==> config.mk <==
export PLATFORM = sky130hd
export DESIGN_NAME = ifetch_buf
export DESIGN_NICKNAME = d
export VERILOG_FILES = /design/src/rtl/ifetchPkg.sv /design/src/rtl/opcodePkg.sv /design/src/rtl/ifetch_fifo.sv /design/src/rtl/ifetch_buf.sv
export SDC_FILE = /design/constraint.sdc
export NUM_CORES = 1
export LEC_CHECK = 0
export CAP_MARGIN = 30
export CORE_ASPECT_RATIO = 0.7
export CORE_MARGIN = 5
export CORE_UTILIZATION = 54
export CTS_CLUSTER_SIZE = 8
export DETAILED_ROUTE_END_ITERATION = 6
export PLACE_DENSITY = 0.9
export SYNTH_ARGS = -nofsm -noshare
export SYNTH_HDL_FRONTEND = slang
export SYNTH_SLANG_ARGS = --single-unit
==> constraint.sdc <==
create_clock -name clk -period 6.5 [get_ports clk]
set_input_delay 1.3 -clock clk [delete_from_list [all_inputs] [get_ports clk]]
set_output_delay 1.3 -clock clk [all_outputs]
set_load 0.05 [all_outputs]
==> src/rtl/ifetchPkg.sv <==
// Fetch queue entry layout, the NOP word and instruction field positions.
package ifetchPkg;

   localparam logic [31:0] NOP_INST = 32'h0000_0013;

   localparam int OPC_LSB = 0;
   localparam int OPC_MSB = 6;
   localparam int F3_LSB  = 12;
   localparam int F3_MSB  = 14;
   localparam int F7_LSB  = 25;
   localparam int F7_MSB  = 31;

   typedef struct packed {
      logic [31:0] pc;
      logic [31:0] inst;
   } ifetch_entry_t;

endpackage

==> src/rtl/opcodePkg.sv <==
// RV32I major opcode encodings shared by fetch and decode.
package opcodePkg;

   typedef enum logic [6:0] {
      OP_LOAD   = 7'h03,
      OP_IMM    = 7'h13,
      OP_AUIPC  = 7'h17,
      OP_STORE  = 7'h23,
      OP_REG    = 7'h33,
      OP_LUI    = 7'h37,
      OP_BRANCH = 7'h63,
      OP_JALR   = 7'h67,
      OP_JAL    = 7'h6F
   } opcode;

endpackage

==> src/rtl/ifetch_fifo.sv <==
// Registered DEPTH-entry queue of fetched words with full/empty/count.
// Latency: a push is visible at the head the cycle after it is written.
// Backpressure: none internally; caller must not push when full without popping.
module ifetch_fifo
   import ifetchPkg::*;
#(
   parameter int DEPTH = 2
) (
   input  logic                   clk,
   input  logic                   rst,
   input  logic                   flush,
   input  logic                   push_vld,
   input  ifetch_entry_t          push_dat,
   input  logic                   pop_rdy,
   output ifetch_entry_t          head_dat,
   output logic                   full,
   output logic                   empty,
   output logic [$clog2(DEPTH):0] count
);

   localparam int AW = $clog2(DEPTH);

   ifetch_entry_t mem [DEPTH];
   logic [AW:0]   wr_ptr;
   logic [AW:0]   rd_ptr;

   // Extra pointer bit distinguishes full from empty when the indices match.
   assign count    = wr_ptr - rd_ptr;
   assign full     = (count == (AW+1)'(DEPTH));
   assign empty    = (wr_ptr == rd_ptr);
   assign head_dat = mem[rd_ptr[AW-1:0]];

   always_ff @(posedge clk) begin
      if (rst || flush) begin
         wr_ptr <= '0;
         rd_ptr <= '0;
      end else begin
         if (push_vld) wr_ptr <= wr_ptr + (AW+1)'(1);
         if (pop_rdy)  rd_ptr <= rd_ptr + (AW+1)'(1);
      end
   end

   always_ff @(posedge clk) begin
      if (push_vld && !flush) mem[wr_ptr[AW-1:0]] <= push_dat;
   end

endmodule

==> src/rtl/ifetch_buf.sv <==
// Instruction fetch buffer: credit-limited word fetch into a queue, flushed on redirect.
// Latency: request N, response N+1, inst_valid N+2; IFETCH_BYPASS_EN shows a response to an empty queue at N+1.
// Backpressure: stall holds the head; requests stop once queued plus in-flight words reach DEPTH.
module ifetch_buf
   import ifetchPkg::*;
#(
   parameter int          DEPTH    = 2,
   parameter logic [31:0] RESET_PC = 32'h0000_0000
) (
   input  logic             clk,
   input  logic             rst,
   output logic             mem_req,
   output logic [31:0]      mem_addr,
   input  logic             mem_rvalid,
   input  logic [31:0]      mem_rdata,
   input  logic             redirect,
   input  logic [31:0]      redirect_pc,
   input  logic             stall,
   output logic             inst_valid,
   output logic [31:0]      inst,
   output logic [31:0]      inst_pc,
   output opcodePkg::opcode opcode,
   output logic [2:0]       func3,
   output logic [6:0]       func7
);

   localparam int CW = $clog2(DEPTH) + 1;

   logic [31:0]   fetch_pc;
   logic [31:0]   req_addr_q;
   logic          in_flight_q;
   logic          discard_q;
   logic          rsp_vld;
   logic          push_vld;
   logic          pop_rdy;
   logic          fifo_full;
   logic          fifo_empty;
   logic [CW-1:0] fifo_count;
   logic [CW-1:0] occupancy;
   ifetch_entry_t push_dat;
   ifetch_entry_t head_dat;
   ifetch_entry_t out_dat;

   assign rsp_vld   = mem_rvalid & ~(redirect | discard_q);
   assign occupancy = fifo_count + CW'(in_flight_q);
   assign mem_req   = ~rst & ~redirect & (occupancy < CW'(DEPTH));
   assign mem_addr  = fetch_pc;
   assign push_dat  = '{pc: req_addr_q, inst: mem_rdata};
   assign pop_rdy   = ~fifo_empty & ~stall;

`ifdef IFETCH_BYPASS_EN
   logic byp_vld;
   // A response landing on an empty queue is shown directly; it is only queued if stalled.
   assign byp_vld    = fifo_empty & rsp_vld;
   assign push_vld   = rsp_vld & ~(byp_vld & ~stall);
   assign out_dat    = fifo_empty ? push_dat : head_dat;
   assign inst_valid = ~fifo_empty | byp_vld;
`else
   assign push_vld   = rsp_vld;
   assign out_dat    = head_dat;
   assign inst_valid = ~fifo_empty;
`endif

   assign inst    = inst_valid ? out_dat.inst : NOP_INST;
   assign inst_pc = inst_valid ? out_dat.pc : fetch_pc;
   assign opcode  = opcodePkg::opcode'(inst[OPC_MSB:OPC_LSB]);
   assign func3   = inst[F3_MSB:F3_LSB];
   assign func7   = inst[F7_MSB:F7_LSB];

   ifetch_fifo #(.DEPTH(DEPTH)) u_fifo (
      .clk      (clk),
      .rst      (rst),
      .flush    (redirect),
      .push_vld (push_vld),
      .push_dat (push_dat),
      .pop_rdy  (pop_rdy),
      .head_dat (head_dat),
      .full     (fifo_full),
      .empty    (fifo_empty),
      .count    (fifo_count)
   );

   always_ff @(posedge clk) begin
      if (rst) begin
         fetch_pc    <= RESET_PC;
         req_addr_q  <= RESET_PC;
         in_flight_q <= 1'b0;
         discard_q   <= 1'b0;
      end else begin
         in_flight_q <= mem_req;
         if (mem_req) req_addr_q <= fetch_pc;
         if (redirect) begin
            fetch_pc  <= redirect_pc & ~32'h3;
            // Only set if a flushed request has not answered yet; cleared by its response.
            discard_q <= in_flight_q & ~mem_rvalid;
         end else begin
            if (mem_req)    fetch_pc  <= fetch_pc + 32'd4;
            if (mem_rvalid) discard_q <= 1'b0;
         end
      end
   end

   assert property (@(posedge clk) disable iff (rst) !(push_vld && fifo_full && !pop_rdy));
   assert property (@(posedge clk) disable iff (rst) mem_rvalid |-> (in_flight_q || discard_q));

endmodule

==> metrics, run 1 <==
Post-synth EDFFs 124; average cell area after synthesis 11.6 µm²; Worst Reg2Reg Path Length in Cells 7; Warnings, synthesis 0; weighted congestion reported at the end of routability-driven placement 0.793; fraction of synthesized cell area taken by the top area cell type 45.6%; Core Box Area 14800 µm²; sequential element share of the synthesized area 62.1%; clock skew after layout 6.58 ps; share of async-settable or async-resettable flops after synthesis 0%; Synth Register Bits 191; power density over the cells 272 nW/µm²; grt ovf 0; clk_lat worst skew 420 ps; DP HPWL 13200 µm; number of distinct library cells after synthesis 58; Worst IR Drop VDD 187 µV; number of rows created at floorplan 37; internal power summed over all cells 0.00208 W; total negative slack for setup checks 0 ps; Bufs on Longest Clock Path 2; leading cell types by total area after synthesis sky130_fd_sc_hd__edfxtp_1, sky130_fd_sc_hd__dfxtp_1, sky130_fd_sc_hd__mux2i_1, sky130_fd_sc_hd__nand2_1, sky130_fd_sc_hd__nand3_1; maximum clock frequency 0.200 GHz; post-placement cell area 9910 µm²; reg-to-reg setup timing slack 3810 ps; leakage power of the design 3.57 nW; clock network power share 36.2%; sink count of the clock tree 191; final setup margin 1490 ps; post-route minimum period 5010 ps; Post-synth top cells sky130_fd_sc_hd__edfxtp_1, sky130_fd_sc_hd__nand2_1, sky130_fd_sc_hd__dfxtp_1, sky130_fd_sc_hd__mux2i_1, sky130_fd_sc_hd__nor2_1; number of global-route vias before repair 5877; CP max stage cell sky130_fd_sc_hd__clkdlybuf4s50_1; synthesized instance count 703; horizontal die dimension 157 µm; residual antenna-violating net count after detailed routing 0; Slew @ Worst Pin 932 ps; # port buffers 177; depth of the CTS H-tree 4; Slew Viols, Final 0; switching component of the power 0.000779 W; Routed WL 20200 µm; violation count after the first detailed-route iteration 687; hold bufs inserted after CTS 0; post-route DRC violation count 0; vias per cell 5.75; Via Count 6064; most area-hungry cell type in the Yosys netlist sky130_fd_sc_hd__edfxtp_1; initial antenna violation count 1; Layout Utilization 71.1%; Primary FF master, synth sky130_fd_sc_hd__edfxtp_1; Area growth syn-to-layout 28.8%; unrepaired setup endpoints after global routing false; critical path arrival 3710 ps; max-cap check violation count 0; Hold Fails Final Rpt 0; die area 17700 µm²; number of nets in the final layout 918; kind of end point of the critical path output port; Comb power frac 15.7%; peak per-stage delay on the critical path 860 ps; maximum number of pins on one net before global-route repair 51; Final setup violation count 0; part of the cycle the worst path needs 77.1%; Ports 184; most instantiated library cell after synthesis sky130_fd_sc_hd__edfxtp_1; type of origin of the critical path flop; mapped cell area 8160 µm²; Required @ worst endpoint 5200 ps; pre-CTS setup slack 2030 ps; CTS buffer count 17; Slew headroom 37.9%; status completed; wire length per cell 19.1 µm; buffers inserted during post-CTS setup optimization 0; starting density of the core 55.2%; cell-by-cell trace of the critical path inv_1 > ha_1 > and2_2 > buf_4 > nand2_1 > o21ai_0 > clkdlybuf4s50_1; number of cells on the worst hold path 0; post-cts gate resize count 0; worst hold margin 450 ps; clock tree from TritonCTS built; die outline height 113 µm; category of the most critical setup path reg2out; part of the total power dissipated in sequential elements 48.1%; CTS root buf sky130_fd_sc_hd__clkbuf_16; post-route standard cell area excluding fillers 10500 µm²; class of the tightest hold or removal check reg2reg; proportion of layout cells with a drive suffix above 1 7.21%; diode count 0; global-route wire length before repair 31600 µm; Clk pin slew, worst setup/hold paths 70 ps; peak fanout along the critical path 50; GR Util All Layers 22.7%; switching share of power 27.2%; detailed-router iteration count before antenna repair 5
## layer usage
layer / up-vias / GRT usage (%) / share of wire (%)
met2: 319 / 37.4 / 48
met1: 2894 / 30.6 / 41
met4: 2 / 5.78 / 1.4
met3: 29 / 5.62 / 10
li1: 2820 / - / -
met5: - / 0 / 0.064
## final cells by class
| class | instances | area [µm²] |
|---|---|---|
| Sequential cell | 191 | 5070 |
| Fill cell | 1027 | 4260 |
| Multi-Input combinational cell | 440 | 2700 |
| Timing Repair Buffer | 187 | 1860 |
| Clock buffer | 20 | 458 |
| Tap cell | 195 | 244 |
| Clock inverter | 12 | 133 |
| Inverter | 10 | 37.5 |
## sequential cells by signal (all words and copies together), names as in the netlist, named ones only
register / flops
u_fifo.wr_ptr: 2
req_addr_q: 30
mem_addr: 30
u_fifo.mem: 124
in_flight_q: 1
u_fifo.rd_ptr: 2
discard_q: 1
## stage by stage
stage / power, W / instances
finish: 0.00286 / 1055
floorplan: 0.00168 / 706
CTS: 0.00287 / 1055
global placement: 0.00184 / 1022
global route: 0.00296 / 1055
detailed placement: 0.00185 / 1023
## power groups by stage
stage,sequential [W],clock [W],combinational (W)
after floorplan,0.00143,0,0.000256
after global placement,0.00140,0,0.000439
after detailed placement,0.00140,0,0.000449
after CTS,0.00138,0.00104,0.000452
after global routing,0.00138,0.00110,0.000475
final,0.00138,0.00104,0.000450
## worst paths after layout
check	startpoint	end
max	u_fifo.wr_ptr[0]$_SDFFE_PN0N_	inst_pc[25]
min	req_addr_q[6]$_SDFFE_PP0P_	u_fifo.mem[0][38]$_DFFE_PP_
max reg2reg	u_fifo.wr_ptr[0]$_SDFFE_PN0N_	mem_addr[17]$_SDFFE_PP0P_
min reg2reg	req_addr_q[6]$_SDFFE_PP0P_	u_fifo.mem[0][38]$_DFFE_PP_
## worst max-delay path, delay by kind of cell (launching register included)
| kind | cells | cell delay, ps |
|---|---|---|
| flip-flops | 1 | 370 |
| buffers and inverters | 3 | 1460 |
| AO/OA/AOI/OAI | 1 | 150 |
| AND/OR/NAND/NOR | 2 | 920 |
| adder cells (fa/ha/maj) | 1 | 350 |
## cells by family after synthesis
group / after synthesis / share of synthesized area (%)
buffers and inverters: 75 / 5.06
adder cells (fa/ha/maj): 2 / 0.307
other: 1 / 0.0460
XOR/XNOR: 18 / 2.39
multiplexers: 64 / 7.87
AND/OR/NAND/NOR: 260 / 15.3
AO/OA/AOI/OAI: 92 / 6.92
flip-flops: 191 / 62.1
## placed cells by master (no fill, tap or decap), types with 3 or more instances in the layout
cell type,n
sky130_fd_sc_hd__a21oi_1,10
sky130_fd_sc_hd__a311oi_1,4
sky130_fd_sc_hd__a31oi_1,17
sky130_fd_sc_hd__and2_1,6
sky130_fd_sc_hd__and3_2,3
sky130_fd_sc_hd__buf_4,10
sky130_fd_sc_hd__clkbuf_16,18
sky130_fd_sc_hd__clkdlybuf4s50_1,176
sky130_fd_sc_hd__clkinv_2,4
sky130_fd_sc_hd__conb_1,4
sky130_fd_sc_hd__dfxtp_1,66
sky130_fd_sc_hd__edfxtp_1,124
sky130_fd_sc_hd__inv_1,8
sky130_fd_sc_hd__mux2i_1,63
sky130_fd_sc_hd__nand2_1,113
sky130_fd_sc_hd__nand3_1,40
sky130_fd_sc_hd__nand3_2,4
sky130_fd_sc_hd__nand4_1,12
sky130_fd_sc_hd__nor2_1,45
sky130_fd_sc_hd__nor3_1,4
sky130_fd_sc_hd__nor4_1,3
sky130_fd_sc_hd__o211ai_1,5
sky130_fd_sc_hd__o21ai_0,36
sky130_fd_sc_hd__o22ai_1,7
sky130_fd_sc_hd__o311ai_0,5
sky130_fd_sc_hd__or3_1,7
sky130_fd_sc_hd__or4_1,5
sky130_fd_sc_hd__xnor2_1,9
sky130_fd_sc_hd__xor2_1,6
No activity file was read; power rests on OpenSTA's default activity.
==> run 2: changes to the inputs <==
- CORE_UTILIZATION: 54 -> 50
- PLACE_DENSITY: 0.9 -> 0.84
- clock period: 6.5 -> 5 ns (I/O delays scaled with it)
==> run 2 against run 1 <==
Final area up 0.62%; worst setup slack worse by 610 ps; critical path depth unchanged; non-clock buffer count up 1; total power up 31%; sequential share of layout area down 0.30 points; sequential cell count unchanged; critical path type unchanged.
==> metrics, run 2 (same netlist as run 1, synthesis figures left out) <==
status completed (unchanged); GR Util All Layers 21.7% (was 22.7%); Routed WL 20500 µm (was 20200 µm); starting density of the core 50.5% (was 55.2%); part of the cycle the worst path needs 82.3%; CTS buffer count 17 (unchanged); number of cells on the worst hold path 0 (unchanged); max-cap check violation count 0 (unchanged); unrepaired setup endpoints after global routing false (unchanged); die outline height 117 µm (was 113 µm); Via Count 6001 (was 6064); wire length per cell 18.9 µm (was 19.1 µm); flip-flop count of the largest register after layout 124 (unchanged); cell-by-cell trace of the critical path inv_1 > ha_1 > and2_2 > buf_12 > nand2_1 > o21ai_0 > clkdlybuf4s50_1 (was inv_1 > ha_1 > and2_2 > buf_4 > nand2_1 > o21ai_0 > clkdlybuf4s50_1); global-route wire length before repair 31700 µm (was 31600 µm); Hold Fails Final Rpt 0 (unchanged); residual antenna-violating net count after detailed routing 0 (unchanged); maximum number of pins on one net before global-route repair 73 (was 51); most used cells in the layout excluding fill and tap cells sky130_fd_sc_hd__clkdlybuf4s50_1, sky130_fd_sc_hd__edfxtp_1, sky130_fd_sc_hd__nand2_1, sky130_fd_sc_hd__dfxtp_1, sky130_fd_sc_hd__mux2i_1 (unchanged); clk_lat worst skew 430 ps (was 420 ps); overall power of the completed layout 0.00374 W (was 0.00286 W); worst hold margin 454 ps (was 450 ps); Slew Viols, Final 0 (unchanged); internal power summed over all cells 0.00272 W (was 0.00208 W); worst hold path endpoint u_fifo.mem[0][38]$_DFFE_PP_ (unchanged); clock network power share 36.4% (was 36.2%); sink count of the clock tree 191 (unchanged); horizontal die dimension 163 µm (was 157 µm); diode count 0 (unchanged); Layout Utilization 65.4% (was 71.1%); grt ovf 0 (unchanged); buffers inserted during post-CTS setup optimization 0 (unchanged); reg-to-reg setup timing slack 2220 ps (was 3810 ps); peak fanout along the critical path 72 (was 50); number of placed cells counting well taps 1054 (was 1023); die area 19000 µm² (was 17700 µm²); initial antenna violation count 1 (unchanged); clock tree from TritonCTS built (unchanged); part of the total power dissipated in sequential elements 47.8% (was 48.1%); clock skew after layout 12.4 ps (was 6.58 ps); Worst Reg2Reg Path Length in Cells 7 (unchanged); type of origin of the critical path flop (unchanged); area of combinational cells with multiple inputs 2700 µm² (unchanged); fill count 1237 (was 1027); number of nets in the final layout 919 (was 918); Comb power frac 15.7% (about the same); # port buffers 177 (unchanged); Slew @ Worst Pin 831 ps (was 932 ps); power density over the cells 354 nW/µm² (was 272 nW/µm²); CP max stage cell sky130_fd_sc_hd__clkdlybuf4s50_1 (unchanged); proportion of layout cells with a drive suffix above 1 7.43% (was 7.21%); critical path arrival 3120 ps (was 3710 ps); Critical R2R Launch u_fifo.wr_ptr[0]$_SDFFE_PN0N_ (unchanged); Area growth syn-to-layout 29.6% (was 28.8%); maximum clock frequency 0.243 GHz; switching component of the power 0.00102 W (was 0.000779 W); Bufs on Longest Clock Path 2 (unchanged); Final setup violation count 0 (unchanged); Core Box Area 16200 µm² (was 14800 µm²); Worst IR Drop VDD 235 µV (was 187 µV); post-route DRC violation count 0 (unchanged); Required @ worst endpoint 4000 ps (was 5200 ps); post-route minimum period 4120 ps; number of rows created at floorplan 39 (was 37); detailed-router iteration count before antenna repair 6 (was 5); hold bufs inserted after CTS 0 (unchanged); Slew headroom 44.6% (was 37.9%); Clk pin slew, worst setup/hold paths 70 ps (about the same); peak per-stage delay on the critical path 860 ps (about the same); total negative slack for setup checks 0 ps (unchanged); weighted congestion reported at the end of routability-driven placement 0.798 (was 0.793); most common library cell in the layout ignoring fill and taps sky130_fd_sc_hd__clkdlybuf4s50_1 (unchanged); endpoint of the lowest-slack register-to-register path mem_addr[17]$_SDFFE_PP0P_ (unchanged); class of the tightest hold or removal check reg2reg (unchanged); switching share of power 27.2% (about the same); kind of end point of the critical path output port (unchanged); CTS root buf sky130_fd_sc_hd__clkbuf_16 (unchanged); leakage power of the design 3.58 nW (was 3.57 nW); final std cells w/o fill 1086 (was 1055); hold path startpoint req_addr_q[6]$_SDFFE_PP0P_ (unchanged); category of the most critical setup path reg2out (unchanged); number of global-route vias before repair 5740 (was 5877); post-cts gate resize count 0 (unchanged); area of all sequential standard cells 5070 µm² (unchanged); DP HPWL 13300 µm (was 13200 µm); violation count after the first detailed-route iteration 516 (was 687); Ports 184 (unchanged); depth of the CTS H-tree 4 (unchanged); vias per cell 5.53 (was 5.75)
run 2: cell types whose count changed in the layout (fill, tap and decap cells not counted), sizes merged:
cell      previous run  this run
clkbuf              20        18
clkinvlp             2         3
inv                 11        10
bufinv               2         3
clkinv               7         8
buf                 11        12
run 2: metal layers:
layer	vias up	global-route usage [%]	part of all wire (%)
li1	2825	-	-
met1	2873	30.9	45
met2	272	33.0	46
met3	29	5.92	8.0
met4	2	6.42	1.4
met5	-	0	0.068
run 2: cell type report:
| cell class | count | area share (%) |
|---|---|---|
| Sequential cell | 191 | 48.0 |
| Inverter | 10 | 0.355 |
| Clock buffer | 18 | 4.06 |
| Tap cell | 225 | 2.66 |
| Timing Repair Buffer | 188 | 17.9 |
| Clock inverter | 14 | 1.55 |
| Multi-Input combinational cell | 440 | 25.5 |
run 2: through the flow:
stage,setup WS (ps),cell area (µm²)
5_1_grt,667,10600
3_5_place_dp,1270,9980
2_1_floorplan,1640,8170
4_1_cts,852,10600
6_report,884,10600
3_3_place_gp,1280,9980
run 2: how the worst max path moves through the flow:
stage / startpoint / to / slack (ps) / cells past startpoint
6_report: u_fifo.wr_ptr[0]$_SDFFE_PN0N_ / inst_pc[14] / 880 / 7
5_1_grt: u_fifo.wr_ptr[0]$_SDFFE_PN0N_ / inst_pc[14] / 670 / 7
4_1_cts: u_fifo.wr_ptr[0]$_SDFFE_PN0N_ / inst_pc[14] / 850 / 7
3_5_place_dp: redirect / mem_req / 1270 / 6
3_3_place_gp: redirect / mem_req / 1280 / 6
2_1_floorplan: u_fifo.wr_ptr[0]$_SDFFE_PN0N_ / opcode[0] / 1640 / 8
run 2: power by group through the flow:
| stage | Combinational, W | Sequential [W] | Clock [W] |
|---|---|---|---|
| floorplan | 0.000333 | 0.00186 | 0 |
| global placement | 0.000582 | 0.00182 | 0 |
| detailed placement | 0.000589 | 0.00182 | 0 |
| CTS | 0.000592 | 0.00179 | 0.00138 |
| global route | 0.000620 | 0.00180 | 0.00145 |
| finish | 0.000589 | 0.00179 | 0.00136 |
run 2: worst max-delay path, delay by kind of cell (launching register included):
kind | cells | cell delay (ps)
buffers and inverters | 3 | 1270
and+or+nand+nor | 2 | 540
DFF | 1 | 370
adders and majority gates | 1 | 330
AOI/OAI and AO/OA | 1 | 130
